===== config.mk =====
export PLATFORM = sky130hd
export DESIGN_NAME = alu_writeback
export DESIGN_NICKNAME = d
export VERILOG_FILES = /design/src/rtl/alu_writeback.sv
export SDC_FILE = /design/constraint.sdc
export NUM_CORES = 1
export LEC_CHECK = 0
export BUFFER_PORTS_ARGS = -buffer_cell sky130_fd_sc_hd__buf_2
export CORE_ASPECT_RATIO = 1.75
export CORE_MARGIN = 2
export CORE_UTILIZATION = 44
export DETAILED_ROUTE_END_ITERATION = 8
export PLACE_DENSITY = 0.73
export SETUP_SLACK_MARGIN = 0.05
export SYNTH_ARGS = -nofsm -noshare
export SYNTH_HDL_FRONTEND = slang
export SYNTH_SLANG_ARGS = --single-unit

===== constraint.sdc =====
create_clock -name clock -period 2.6 [get_ports clock]
set_clock_uncertainty 0.05 [all_clocks]
set_input_delay 0 -clock clock [delete_from_list [all_inputs] [get_ports clock]]
set_output_delay 0 -clock clock [all_outputs]
set_load 0.03 [all_outputs]

===== src/rtl/alu_writeback.sv =====
// ---------------------------------------------------------------------------
// alu_writeback
//   Writes the ALU out register value back to either the register file or
//   the data memory. A start request latches the destination, the ALU value
//   is captured into a hold register, then a single-cycle write strobe and a
//   single-cycle completion pulse follow.
//
//   Sequence: IDLE -> LATCH -> WRITE -> DONE -> IDLE
//
// Configuration macro:
//   ALU_WB_BYPASS_EN : when defined, the LATCH state is removed. IDLE captures
//                      the ALU value together with the destination and goes
//                      straight to WRITE (one cycle less latency).
//
// Ports:
//   clock            in   system clock, rising-edge
//   reset            in   synchronous active-high reset
//   run              in   CPU run enable; low stalls the block
//   wb_start         in   writeback request (honoured only in IDLE)
//   wb_to_mem        in   destination select: 1 = data memory, 0 = reg file
//   wb_reg_sel[1:0]  in   destination register index
//   wb_mem_addr[4:0] in   destination data-memory address
//   alu_out_register[7:0] in  ALU out register value
//   reg_we / reg_waddr[1:0] / reg_wdata[7:0]  out  register-file write port
//   mem_we / mem_waddr[4:0] / mem_wdata[7:0]  out  data-memory write port
//   wb_busy          out  high in every state except IDLE
//   wb_done          out  one-cycle completion pulse
//   wb_overrun       out  sticky: start requested while busy
// ---------------------------------------------------------------------------
module alu_writeback (
    input  logic       clock,
    input  logic       reset,
    input  logic       run,
    input  logic       wb_start,
    input  logic       wb_to_mem,
    input  logic [1:0] wb_reg_sel,
    input  logic [4:0] wb_mem_addr,
    input  logic [7:0] alu_out_register,
    output logic       reg_we,
    output logic [1:0] reg_waddr,
    output logic [7:0] reg_wdata,
    output logic       mem_we,
    output logic [4:0] mem_waddr,
    output logic [7:0] mem_wdata,
    output logic       wb_busy,
    output logic       wb_done,
    output logic       wb_overrun
);

`ifdef ALU_WB_BYPASS_EN
    typedef enum logic [1:0] {
        ST_IDLE  = 2'd0,
        ST_WRITE = 2'd2,
        ST_DONE  = 2'd3
    } state_t;
`else
    typedef enum logic [1:0] {
        ST_IDLE  = 2'd0,
        ST_LATCH = 2'd1,
        ST_WRITE = 2'd2,
        ST_DONE  = 2'd3
    } state_t;
`endif

    state_t     r_state;
    logic       r_to_mem;
    logic [1:0] r_reg_sel;
    logic [4:0] r_mem_addr;
    logic [7:0] r_hold;
    logic       r_reg_we;
    logic       r_mem_we;
    logic       r_busy;
    logic       r_done;
    logic       r_overrun;

    // NOTE: all state below uses non-blocking assignments so every register
    // samples the pre-edge values of the others, independent of statement order.
    always_ff @(posedge clock) begin
        if (reset) begin
            r_state    <= ST_IDLE;
            r_to_mem   <= 1'b0;
            r_reg_sel  <= 2'd0;
            r_mem_addr <= 5'd0;
            r_hold     <= 8'd0;
            r_reg_we   <= 1'b0;
            r_mem_we   <= 1'b0;
            r_busy     <= 1'b0;
            r_done     <= 1'b0;
            r_overrun  <= 1'b0;
        end else if (run) begin
            // A request arriving while busy is dropped but remembered.
            if (wb_start && r_busy) begin
                r_overrun <= 1'b1;
            end

            case (r_state)
                ST_IDLE: begin
                    r_done <= 1'b0;
                    if (wb_start) begin
                        r_to_mem   <= wb_to_mem;
                        r_reg_sel  <= wb_reg_sel;
                        r_mem_addr <= wb_mem_addr;
                        r_busy     <= 1'b1;
`ifdef ALU_WB_BYPASS_EN
                        r_hold     <= alu_out_register;
                        r_state    <= ST_WRITE;
`else
                        r_state    <= ST_LATCH;
`endif
                    end
                end
`ifndef ALU_WB_BYPASS_EN
                ST_LATCH: begin
                    r_hold  <= alu_out_register;
                    r_state <= ST_WRITE;
                end
`endif
                ST_WRITE: begin
                    // Strobe becomes visible in the DONE cycle and is held
                    // there until a run-qualified cycle lets it through.
                    r_reg_we <= ~r_to_mem;
                    r_mem_we <= r_to_mem;
                    r_state  <= ST_DONE;
                end
                ST_DONE: begin
                    r_reg_we <= 1'b0;
                    r_mem_we <= 1'b0;
                    r_done   <= 1'b1;
                    r_busy   <= 1'b0;
                    r_state  <= ST_IDLE;
                end
                default: begin
                    r_state <= ST_IDLE;
                end
            endcase
        end
    end

    // Pulses are masked while stalled; the underlying registers hold, so the
    // pulse appears exactly once when run returns.
    assign reg_we     = r_reg_we & run;
    assign mem_we     = r_mem_we & run;
    assign wb_done    = r_done & run;
    assign reg_waddr  = r_reg_sel;
    assign mem_waddr  = r_mem_addr;
    assign reg_wdata  = r_hold;
    assign mem_wdata  = r_hold;
    assign wb_busy    = r_busy;
    assign wb_overrun = r_overrun;

endmodule


==> results of run 1 <==
==> per-stage QoR <==
stage          utilization (%)  setup slack, ps  instances  power [mW]
3_3_place_gp             56.02             1223        168      0.5263
6_report                 65.29             1128        189      0.7049
3_5_place_dp             56.02             1154        168      0.5293
4_1_cts                  65.29             1132        189      0.7096
2_1_floorplan                -             1268        110      0.4926
5_1_grt                  65.29            992.6        189      0.7352
==> worst min-delay path by stage <==
stage | startpoint | end | slack [ps] | cells after the start
after global routing | reset | r_reg_we | 60 | 2
after CTS | reset | r_reg_we | 30 | 2
after global placement | wb_to_mem | r_to_mem | 180 | 3
after detailed placement | wb_mem_addr[4] | mem_waddr[4] | 190 | 3
final | reset | mem_waddr[2] | 40 | 2
after floorplan | reset | r_mem_we | 20 | 1
==> cell families after synthesis <==
group / share of synthesized area, %
AND/OR/NAND/NOR: 18.04
flip-flops: 45.77
AO/OA/AOI/OAI: 9.827
buffers and inverters: 9.079
multiplexers: 11.07
adder cells (fa/ha/maj): 6.219
==> cell usage after synthesis (2+ instances only) <==
master / number / share of area (%)
sky130_fd_sc_hd__a21oi_1: 12 / 6.0
sky130_fd_sc_hd__and2_1: 3 / 1.9
sky130_fd_sc_hd__buf_4: 9 / 6.7
sky130_fd_sc_hd__clkbuf_1: 3 / 1.1
sky130_fd_sc_hd__dfxtp_1: 23 / 46
sky130_fd_sc_hd__ha_1: 5 / 6.2
sky130_fd_sc_hd__inv_1: 2 / 0.75
sky130_fd_sc_hd__mux2i_1: 10 / 10
sky130_fd_sc_hd__nand2_1: 10 / 3.7
sky130_fd_sc_hd__nand3_1: 9 / 4.5
sky130_fd_sc_hd__nor2_1: 13 / 4.9
==> area by class of cell <==
cell class	count	area [um2]	area share, %
flip-flops and latches	23	460.4	33.27
multi-input cells	72	454.2	32.82
repair buffers	64	405.4	29.29
well taps	24	30.03	2.170
clock buffers	4	26.28	1.899
inverters	2	7.507	0.5425
==> where the power goes <==
part | total, mW | switching (mW) | internal, mW
combinational | 0.161 | 0.0938 | 0.0670
sequential | 0.381 | 0.0112 | 0.370
clock | 0.163 | 0.103 | 0.0599
==> layer usage <==
metal  global-route usage (%)  part of all wire [%]  vias to the layer above
li1                         -                     -                      468
met1                    18.35                    40                      419
met2                    33.27                    51                       49
met3                    2.632                   7.2                        4
met4                    7.759                   1.6                        0
met5                        0                     0                        -
==> critical path, cell delays in order (launching register included) <==
cell and delay, ps:
sky130_fd_sc_hd__dfxtp_1 430, sky130_fd_sc_hd__inv_1 100, sky130_fd_sc_hd__ha_1 260, sky130_fd_sc_hd__nand3_2 220, sky130_fd_sc_hd__mux2i_1 230, sky130_fd_sc_hd__nor2_1 60
==> sequential cells by signal, summed over array words and instances, names as in the netlist <==
signal	count
r_done	1
mem_waddr	5
r_mem_we	1
r_state	2
wb_busy	1
reg_waddr	2
wb_overrun	1
r_reg_we	1
r_to_mem	1
mem_wdata	8
==> summary.md, run 1 <==
| Metric | Value |
|---|---|
| Reg clk slew, reported paths | 120 ps |
| Final critical path time including I/O delays and setup | 1472 ps |
| Status | complete, no violations |
| Routed WL | 2.202 mm |
| Slew @ Worst Pin | 403.3 ps |
| Static Leak | 0.7063 nW |
| Gate Count Post-Synth | 110 |
| CP arrival | 1610 ps |
| Initial cell density of the core | 47.46% |
| Power density cells | 509.4 nW/um2 |
| Layout cells sized above 1 | 32.12% |
| Element type at the critical path end | flip-flop |
| CTS tree | built |
| Clk buf depth | 2 |
| Initial antenna violation count | 0 |
| Main flop type after synthesis | sky130_fd_sc_hd__dfxtp_1 |
| Root Buffer | sky130_fd_sc_hd__clkbuf_4 |
| # fillers | 159 |
| Post-synth cell types | 22 |
| Number of port buffers | 47 |
| Most common cell after layout, fill and taps aside | sky130_fd_sc_hd__buf_2 |
| Portion of the post-synthesis area used by sequential elements | 45.77% |
| Number of vias per cell | 4.974 |
| Floorplan die area | 2700 um2 |
| Hold bufs inserted after CTS | 17 |
| FF-to-FF Start | r_state[0] |
| Core area | 2120 um2 |
| Worst rel slew slack | 73.12% |
| Number of flops mapped to enable cells by yosys | 0 |
| Worst setup path category | reg -> reg |
| Clock sink total | 23 |
| Max cap viols | 0 |
| Resize count post-CTS | 0 |
| Tot GR Track Use | 17.98% |
| Post-route fraction of the period consumed by the critical path | 56.61% |
| Critical Path Source Type | flip-flop |
| Number of nets with antenna violations after routing | 0 |
| End point of the critical path | mem_waddr[1] |
| Worst EP required | 2740 ps |
| Critical Path Fanout Max | 8 |
| Post-Layout Inst Area | 1384 um2 |
| I/O pin cnt | 48 |
| Die outline width | 40.15 um |
| Placement Cell Area | 1187 um2 |
| Sum of negative setup slack | 0 ps |
| Depth of the most critical reg-to-reg path | 5 |
| Number of failing hold endpoints at the final stage | 0 |
| Reg2reg end | mem_waddr[1] |
| Area of the mapped netlist | 1006 um2 |
| Clock latency on the worst-skew pair | 310 ps |
| Fraction of registers with async set or reset after synthesis | 0% |
| Setup repair after global routing missed its margin | false |
| Wire length of the first global-routing pass | 3.450 mm |
| Post-route worst hold slack | 36.11 ps |
| Total of endpoints with negative setup slack in the final report | 0 |
| Maximum resistive drop on vdd | 0.3722 mV |
| Total of flip-flops plus latches after synthesis | 23 |
| Layout overhead on the synthesized area | 37.56% |
| Half-perimeter wire length after placement | 1.477 mm |
| Buffers inserted by post-CTS timing repair | 0 |
| Number of DRC markers after the initial detailed-route iteration | 11 |
| GRT Residual Overflow | 0 |
| DRC errors left | 0 |
| Synth warnings | 0 |
| Commonest non-fill, non-tap cells in the layout | sky130_fd_sc_hd__buf_2, sky130_fd_sc_hd__dfxtp_1, sky130_fd_sc_hd__dlygate4sd3_1 |
| Pin count of the biggest net entering global routing | 24 |
| # nets final | 191 |
| Placement Rows | 22 |
| Average cell area after synthesis | 9.145 um2 |
| Type of the worst min-delay path | in -> reg |
| Number of global-route vias before repair | 885 |
| Critical Path Source | r_state[0] |
| Die height | 67.25 um |
| Fmax | 679.4 MHz |
| Number of detailed-routing iterations run before antenna repair | 5 |
| DR WL/cell | 11.65 um |
| Maximum level of the CTS H-tree | 1 |
| Max-slew violations | 0 |
| Slack of the worst reg-to-reg path | 1130 ps |
| Ant diodes | 0 |
| Net count after synthesis | 135 |
| Weighted congestion reported at the end of routability-driven placement | 0.7211 |
| Inserted Clock Buffers | 3 |
| Total via count in the routed design | 940 |
Power figures use the tool's default switching activity.
==> inputs of run 2 (changes only) <==
==> constraint.sdc (replaced) <==
create_clock -name clock -period 1.53 [get_ports clock]
set_clock_uncertainty 0.05 [all_clocks]
set_input_delay 0 -clock clock [delete_from_list [all_inputs] [get_ports clock]]
set_output_delay 0 -clock clock [all_outputs]
set_load 0.03 [all_outputs]
==> summary.md, run 2 (synthesis results as in run 1) <==
| Metric | Value |
|---|---|
| Status | complete, no violations (unchanged) |
| # nets final | 193 (was 191) |
| Clock sink total | 23 (unchanged) |
| Number of vias per cell | 4.895 (was 4.974) |
| DR WL/cell | 11.78 um (was 11.65 um) |
| Weighted congestion reported at the end of routability-driven placement | 0.7132 (was 0.7211) |
| Total via count in the routed design | 935 (was 940) |
| Initial antenna violation count | 0 (unchanged) |
| Number of stages on the worst hold path | 3 (was 2) |
| Reg clk slew, reported paths | 130 ps (was 120 ps) |
| Max cap viols | 0 (unchanged) |
| CP arrival | 1590 ps (was 1610 ps) |
| Pin count of the biggest net entering global routing | 24 (unchanged) |
| Maximum resistive drop on vdd | 0.6048 mV (was 0.3722 mV) |
| Critical Path Source | r_state[1] (was r_state[0]) |
| Ant diodes | 0 (unchanged) |
| Placement Rows | 22 (unchanged) |
| Fraction of met2 tracks used by global routing | 34.68% (was 33.27%) |
| Initial cell density of the core | 47.46% (unchanged) |
| GR met3 Demand/Resource | 2.303% (was 2.632%) |
| Floorplan die area | 2700 um2 (unchanged) |
| Sum of negative setup slack | 0 ps (unchanged) |
| Clk buf depth | 2 (unchanged) |
| Die outline width | 40.15 um (unchanged) |
| Core area | 2120 um2 (unchanged) |
| Wire length of the first global-routing pass | 3.505 mm (was 3.450 mm) |
| Layout overhead on the synthesized area | 41.54% (was 37.56%) |
| Hold path startpoint | run (was reset) |
| Root Buffer | sky130_fd_sc_hd__clkbuf_4 (unchanged) |
| Setup repair after global routing missed its margin | true (was false) |
| CP max stage cell | sky130_fd_sc_hd__dfxtp_1 (unchanged) |
| I/O pin cnt | 48 (unchanged) |
| Critical Path Source Type | flip-flop (unchanged) |
| FF-to-FF Start | r_state[1] (was r_state[0]) |
| Number of failing hold endpoints at the final stage | 0 (unchanged) |
| Depth of the most critical reg-to-reg path | 4 (was 5) |
| Power, Total | 1.214 mW (was 0.7049 mW) |
| Number of detailed-routing iterations run before antenna repair | 2 (was 5) |
| Max-slew violations | 0 (unchanged) |
| Total of endpoints with negative setup slack in the final report | 0 (unchanged) |
| CTS tree | built (unchanged) |
| Global Route met1 Usage | 18.46% (was 18.35%) |
| Number of nets with antenna violations after routing | 0 (unchanged) |
| Power density cells | 852.7 nW/um2 (was 509.4 nW/um2) |
| Buffers inserted by post-CTS timing repair | 0 (unchanged) |
| Commonest non-fill, non-tap cells in the layout | sky130_fd_sc_hd__buf_2, sky130_fd_sc_hd__dfxtp_1, sky130_fd_sc_hd__dlygate4sd3_1 (unchanged) |
| Inserted Clock Buffers | 3 (unchanged) |
| Number of global-route vias before repair | 860 (was 885) |
| Number of cells on the critical path | 4 (was 5) |
| Slack of the worst reg-to-reg path | 120 ps (was 1130 ps) |
| Final critical path time including I/O delays and setup | 1414 ps (was 1472 ps) |
| Tot GR Track Use | 18.02% (was 17.98%) |
| DRC errors left | 0 (unchanged) |
| Routed WL | 2.250 mm (was 2.202 mm) |
| Largest register FFs | 8 (unchanged) |
| Number of port buffers | 47 (unchanged) |
| Die height | 67.25 um (unchanged) |
| Reg2reg end | wb_busy (was mem_waddr[1]) |
| Fmax | 707.2 MHz (was 679.4 MHz) |
| Post-route fraction of the period consumed by the critical path | 92.42% (was 56.61%) |
| Worst rel slew slack | 73.14% (was 73.12%) |
| Number of DRC markers after the initial detailed-route iteration | 7 (was 11) |
| Static Leak | 0.7183 nW (was 0.7063 nW) |
| Half-perimeter wire length after placement | 1.476 mm (was 1.477 mm) |
| Top cell family by delay on the critical path | flip-flops (unchanged) |
| Sequence of cells on the critical path | inv_1, ha_4, mux2_2, a311oi_1 (was inv_1, ha_1, nand3_2, mux2i_1, nor2_1) |
| Peak-usage layer in the global routing report | met2 (unchanged) |
| Worst setup path category | reg -> reg (unchanged) |
| Type of the worst min-delay path | in -> reg (unchanged) |
| Critical Path Fanout Max | 4 (was 8) |
| Most common cell after layout, fill and taps aside | sky130_fd_sc_hd__buf_2 (unchanged) |
| Slew @ Worst Pin | 402.9 ps (was 403.3 ps) |
| GRT Residual Overflow | 0 (unchanged) |
| Crit-path max cell delay | 370 ps (was 430 ps) |
| Layout cells sized above 1 | 35.93% (was 32.12%) |
| Terminating pin of the worst hold path | mem_wdata[1] (was mem_waddr[2]) |
| Worst path buffer plus inverter count | 1 (unchanged) |
| Element type at the critical path end | flip-flop (unchanged) |
| Clock latency on the worst-skew pair | 300 ps (was 310 ps) |
| # fillers | 177 (was 159) |
| Worst EP required | 1700 ps (was 2740 ps) |
| Maximum level of the CTS H-tree | 1 (unchanged) |
==> run 2: cell count changes in the layout (fill, tap and decap cells not counted), sizes merged <==
cell    delta
buf        +2
clkinv     +1
clkbuf     -1
==> run 2: layout make-up <==
class                           count  area [um2]  share of cell area [%]
Clock buffer                        3       22.52                   1.582
Clock inverter                      1       5.005                  0.3515
Timing Repair Buffer               66       420.4                   29.53
Multi-Input combinational cell     72       476.7                   33.48
Inverter                            2       7.507                  0.5272
Sequential cell                    23       461.7                   32.43
Tap cell                           24       30.03                   2.109
==> run 2: layer usage <==
layer	routed length [um]	vias to the layer above
met1	884	415
met3	168	2
met5	0	-
li1	-	475
met4	11	0
met2	1185	43
==> run 2: worst max path at each step <==
stage,to,slack (ps)
2_1_floorplan,wb_busy,200
3_3_place_gp,wb_busy,150
3_5_place_dp,wb_busy,120
4_1_cts,wb_busy,80
5_1_grt,wb_busy,40
6_report,wb_busy,120
==> run 2: stage by stage <==
stage / hold slack [ps] / area, um2 / worst slack (ps) / utilization, % / instances
after CTS: 19.84 / 1400 / 77.66 / 66.06 / 191
after global routing: 44.69 / 1424 / 37.60 / 67.18 / 191
after global placement: 179.8 / 1202 / 152.8 / 56.73 / 170
after detailed placement: 190.8 / 1202 / 117.3 / 56.73 / 170
after floorplan: 19.07 / 1006 / 197.7 / - / 110
final: 37.36 / 1424 / 115.9 / 67.18 / 191
==> run 2: timing repair <==
action	in CTS	in global routing
hold buffers	17	0
endpoints found under the hold margin	17	0
endpoints found under the setup margin	0	10
gates resized for setup	0	6
==> run 2: worst reg2reg max path: stages (launching register included) <==
cell	delay (ps)
sky130_fd_sc_hd__dfxtp_1	370
sky130_fd_sc_hd__inv_1	140
sky130_fd_sc_hd__ha_4	180
sky130_fd_sc_hd__mux2_2	350
sky130_fd_sc_hd__a311oi_1	250
==> run 2: power by group <==
group	internal (mW)	switching, mW	leakage [nW]	total (mW)
clock	0.0973	0.177	0.0177	0.274
sequential	0.629	0.0205	0.187	0.649
combinational	0.126	0.165	0.513	0.291
total	0.852	0.362	0.718	1.21
==> inputs of run 3 (changes only) <==
--- a/config.mk
+++ b/config.mk
@@ -6,7 +6,6 @@
 export NUM_CORES = 1
 export LEC_CHECK = 0
 export BUFFER_PORTS_ARGS = -buffer_cell sky130_fd_sc_hd__buf_2
-export CORE_ASPECT_RATIO = 1.75
 export CORE_MARGIN = 2
 export CORE_UTILIZATION = 44
 export DETAILED_ROUTE_END_ITERATION = 8
==> summary.md, run 3 (synthesis results as in run 1) <==
| Metric | Value |
|---|---|
| Worst rel slew slack | 72.00% (was 73.14%) |
| Final critical path time including I/O delays and setup | 1367 ps (was 1414 ps) |
| Total of endpoints with negative setup slack in the final report | 0 (unchanged) |
| Number of detailed-routing iterations run before antenna repair | 4 (was 2) |
| DRC errors left | 0 (unchanged) |
| CTS tree | built (unchanged) |
| I/O pin cnt | 48 (unchanged) |
| Element type at the critical path end | flip-flop (unchanged) |
| Crit-path max cell delay | 410 ps (was 370 ps) |
| Number of nets with antenna violations after routing | 0 (unchanged) |
| Fraction of met2 tracks used by global routing | 33.12% (was 34.68%) |
| Clk buf depth | 2 (unchanged) |
| Root Buffer | sky130_fd_sc_hd__clkbuf_4 (unchanged) |
| Clock latency on the worst-skew pair | 310 ps (was 300 ps) |
| Commonest non-fill, non-tap cells in the layout | sky130_fd_sc_hd__buf_2, sky130_fd_sc_hd__dfxtp_1, sky130_fd_sc_hd__dlygate4sd3_1 (unchanged) |
| Number of DRC markers after the initial detailed-route iteration | 10 (was 7) |
| Fmax | 731.5 MHz (was 707.2 MHz) |
| Maximum resistive drop on vdd | 0.6017 mV (was 0.6048 mV) |
| Global Route met1 Usage | 21.42% (was 18.46%) |
| Die outline width | 51.82 um (was 40.15 um) |
| Weighted congestion reported at the end of routability-driven placement | 0.6827 (was 0.7132) |
| # nets final | 192 (was 193) |
| Max cap viols | 0 (unchanged) |
| Power density cells | 856.8 nW/um2 (was 852.7 nW/um2) |
| GRT Residual Overflow | 0 (unchanged) |
| Number of failing hold endpoints at the final stage | 0 (unchanged) |
| Number of vias per cell | 4.861 (was 4.895) |
| Internal power component | 0.8549 mW (was 0.8522 mW) |
| Tot GR Track Use | 18.88% (was 18.02%) |
| Total via count in the routed design | 943 (was 935) |
| Top cell family by delay on the critical path | flip-flops (unchanged) |
| Largest register FFs | 8 (unchanged) |
| Type of the worst min-delay path | in -> reg (unchanged) |
| Slew @ Worst Pin | 420.1 ps (was 402.9 ps) |
| Switching power summed over all nets | 0.3596 mW (was 0.3620 mW) |
| Ant diodes | 0 (unchanged) |
| Worst EP required | 1730 ps (was 1700 ps) |
| Post-route fraction of the period consumed by the critical path | 89.35% (was 92.42%) |
| Critical Path Fanout Max | 4 (unchanged) |
| Layout cells sized above 1 | 34.94% (was 35.93%) |
| Maximum level of the CTS H-tree | 1 (unchanged) |
| Die height | 51.82 um (was 67.25 um) |
| Placement Rows | 17 (was 22) |
| Floorplan die area | 2685 um2 (was 2700 um2) |
| DR WL/cell | 11.53 um (was 11.78 um) |
| Initial antenna violation count | 0 (unchanged) |
| Status | complete, no violations (unchanged) |
| Number of global-route vias before repair | 876 (was 860) |
| Switching share of power | 29.61% (was 29.81%) |
| Worst path buffer plus inverter count | 0 (was 1) |
| Clock sink total | 23 (unchanged) |
| Setup repair after global routing missed its margin | false (was true) |
| Sum of negative setup slack | 0 ps (unchanged) |
| Sequential cell fraction of total power | 53.4% (was 53.5%) |
| Clock network power share | 22.8% (was 22.6%) |
| Routed WL | 2.236 mm (was 2.250 mm) |
| Worst setup path category | reg -> reg (unchanged) |
| Buffers inserted by post-CTS timing repair | 0 (unchanged) |
| Max-slew violations | 0 (unchanged) |
| Core area | 2191 um2 (was 2120 um2) |
| Reg clk slew, reported paths | 120 ps (was 130 ps) |
| Initial cell density of the core | 45.92% (was 47.46%) |
| Sequence of cells on the critical path | ha_1, o21ai_2, or3b_1, a21oi_1 (was inv_1, ha_4, mux2_2, a311oi_1) |
| Layout overhead on the synthesized area | 40.92% (was 41.54%) |
| CP max stage cell | sky130_fd_sc_hd__dfxtp_1 (unchanged) |
| Pin count of the biggest net entering global routing | 24 (unchanged) |
| Core occupancy in the finished layout | 64.71% (was 67.18%) |
| Half-perimeter wire length after placement | 1.411 mm (was 1.476 mm) |
| CP arrival | 1560 ps (was 1590 ps) |
| GR met3 Demand/Resource | 5.172% (was 2.303%) |
| Static Leak | 0.7136 nW (was 0.7183 nW) |
| Critical Path Source Type | flip-flop (unchanged) |
| Number of port buffers | 47 (unchanged) |
| Inserted Clock Buffers | 3 (unchanged) |
| Wire length of the first global-routing pass | 3.712 mm (was 3.505 mm) |
| Most common cell after layout, fill and taps aside | sky130_fd_sc_hd__buf_2 (unchanged) |
| Share of power burned in combinational logic | 23.7% (was 23.9%) |
| Peak-usage layer in the global routing report | met2 (unchanged) |
## run 3: cell count changes in the layout (fill, tap and decap cells not counted), sizes merged
cell / before / now
clkinv: 1 / 0
clkbuf: 3 / 4
buf: 49 / 48
## run 3: cell type report
cell class	instances	area, um2
multi-input combinational	72	474.2
fill	204	773.2
timing repair buffer	65	412.9
clock buffer	4	26.28
sequential	23	461.7
inverter	2	7.507
tap	28	35.03
## run 3: worst paths after layout
kind | start | end | slack [ps] | depth (start not counted)
hold reg to reg | r_mem_we | r_mem_we | 410 | 2
hold / removal | reset | r_reg_we | 40 | 2
setup / recovery | r_state[1] | r_mem_we | 160 | 4
setup reg to reg | r_state[1] | r_mem_we | 160 | 4
## run 3: power groups by stage
stage / sequential [mW] / clock [mW] / combinational [mW]
after floorplan: 0.703 / 0 / 0.134
after global placement: 0.659 / 0 / 0.237
after detailed placement: 0.661 / 0 / 0.242
after CTS: 0.648 / 0.293 / 0.275
after global routing: 0.654 / 0.321 / 0.317
final: 0.649 / 0.277 / 0.288
## run 3: routing by layer
layer,up-vias,part of all wire (%)
met1,418,43
met5,-,0
li1,477,-
met4,0,1.9
met2,44,48
met3,4,7.6
## run 3: through the flow
stage | setup slack, ps | hold slack, ps | cells | total power [mW] | instance area [um2]
6_report | 162.9 | 42.18 | 194 | 1.215 | 1418
3_5_place_dp | 75.93 | 189.2 | 173 | 0.9029 | 1200
5_1_grt | 60.88 | 55.43 | 194 | 1.292 | 1418
2_1_floorplan | 197.7 | 19.07 | 110 | 0.8371 | 1006
3_3_place_gp | 162.1 | 178.4 | 173 | 0.8960 | 1200
4_1_cts | 64.45 | 34.23 | 194 | 1.216 | 1396
## run 3: what timing repair did
item | CTS | global route
resized for setup | 0 | 6
endpoints found under the hold margin | 17 | 0
hold buffers | 17 | 0
endpoints found under the setup margin | 0 | 11
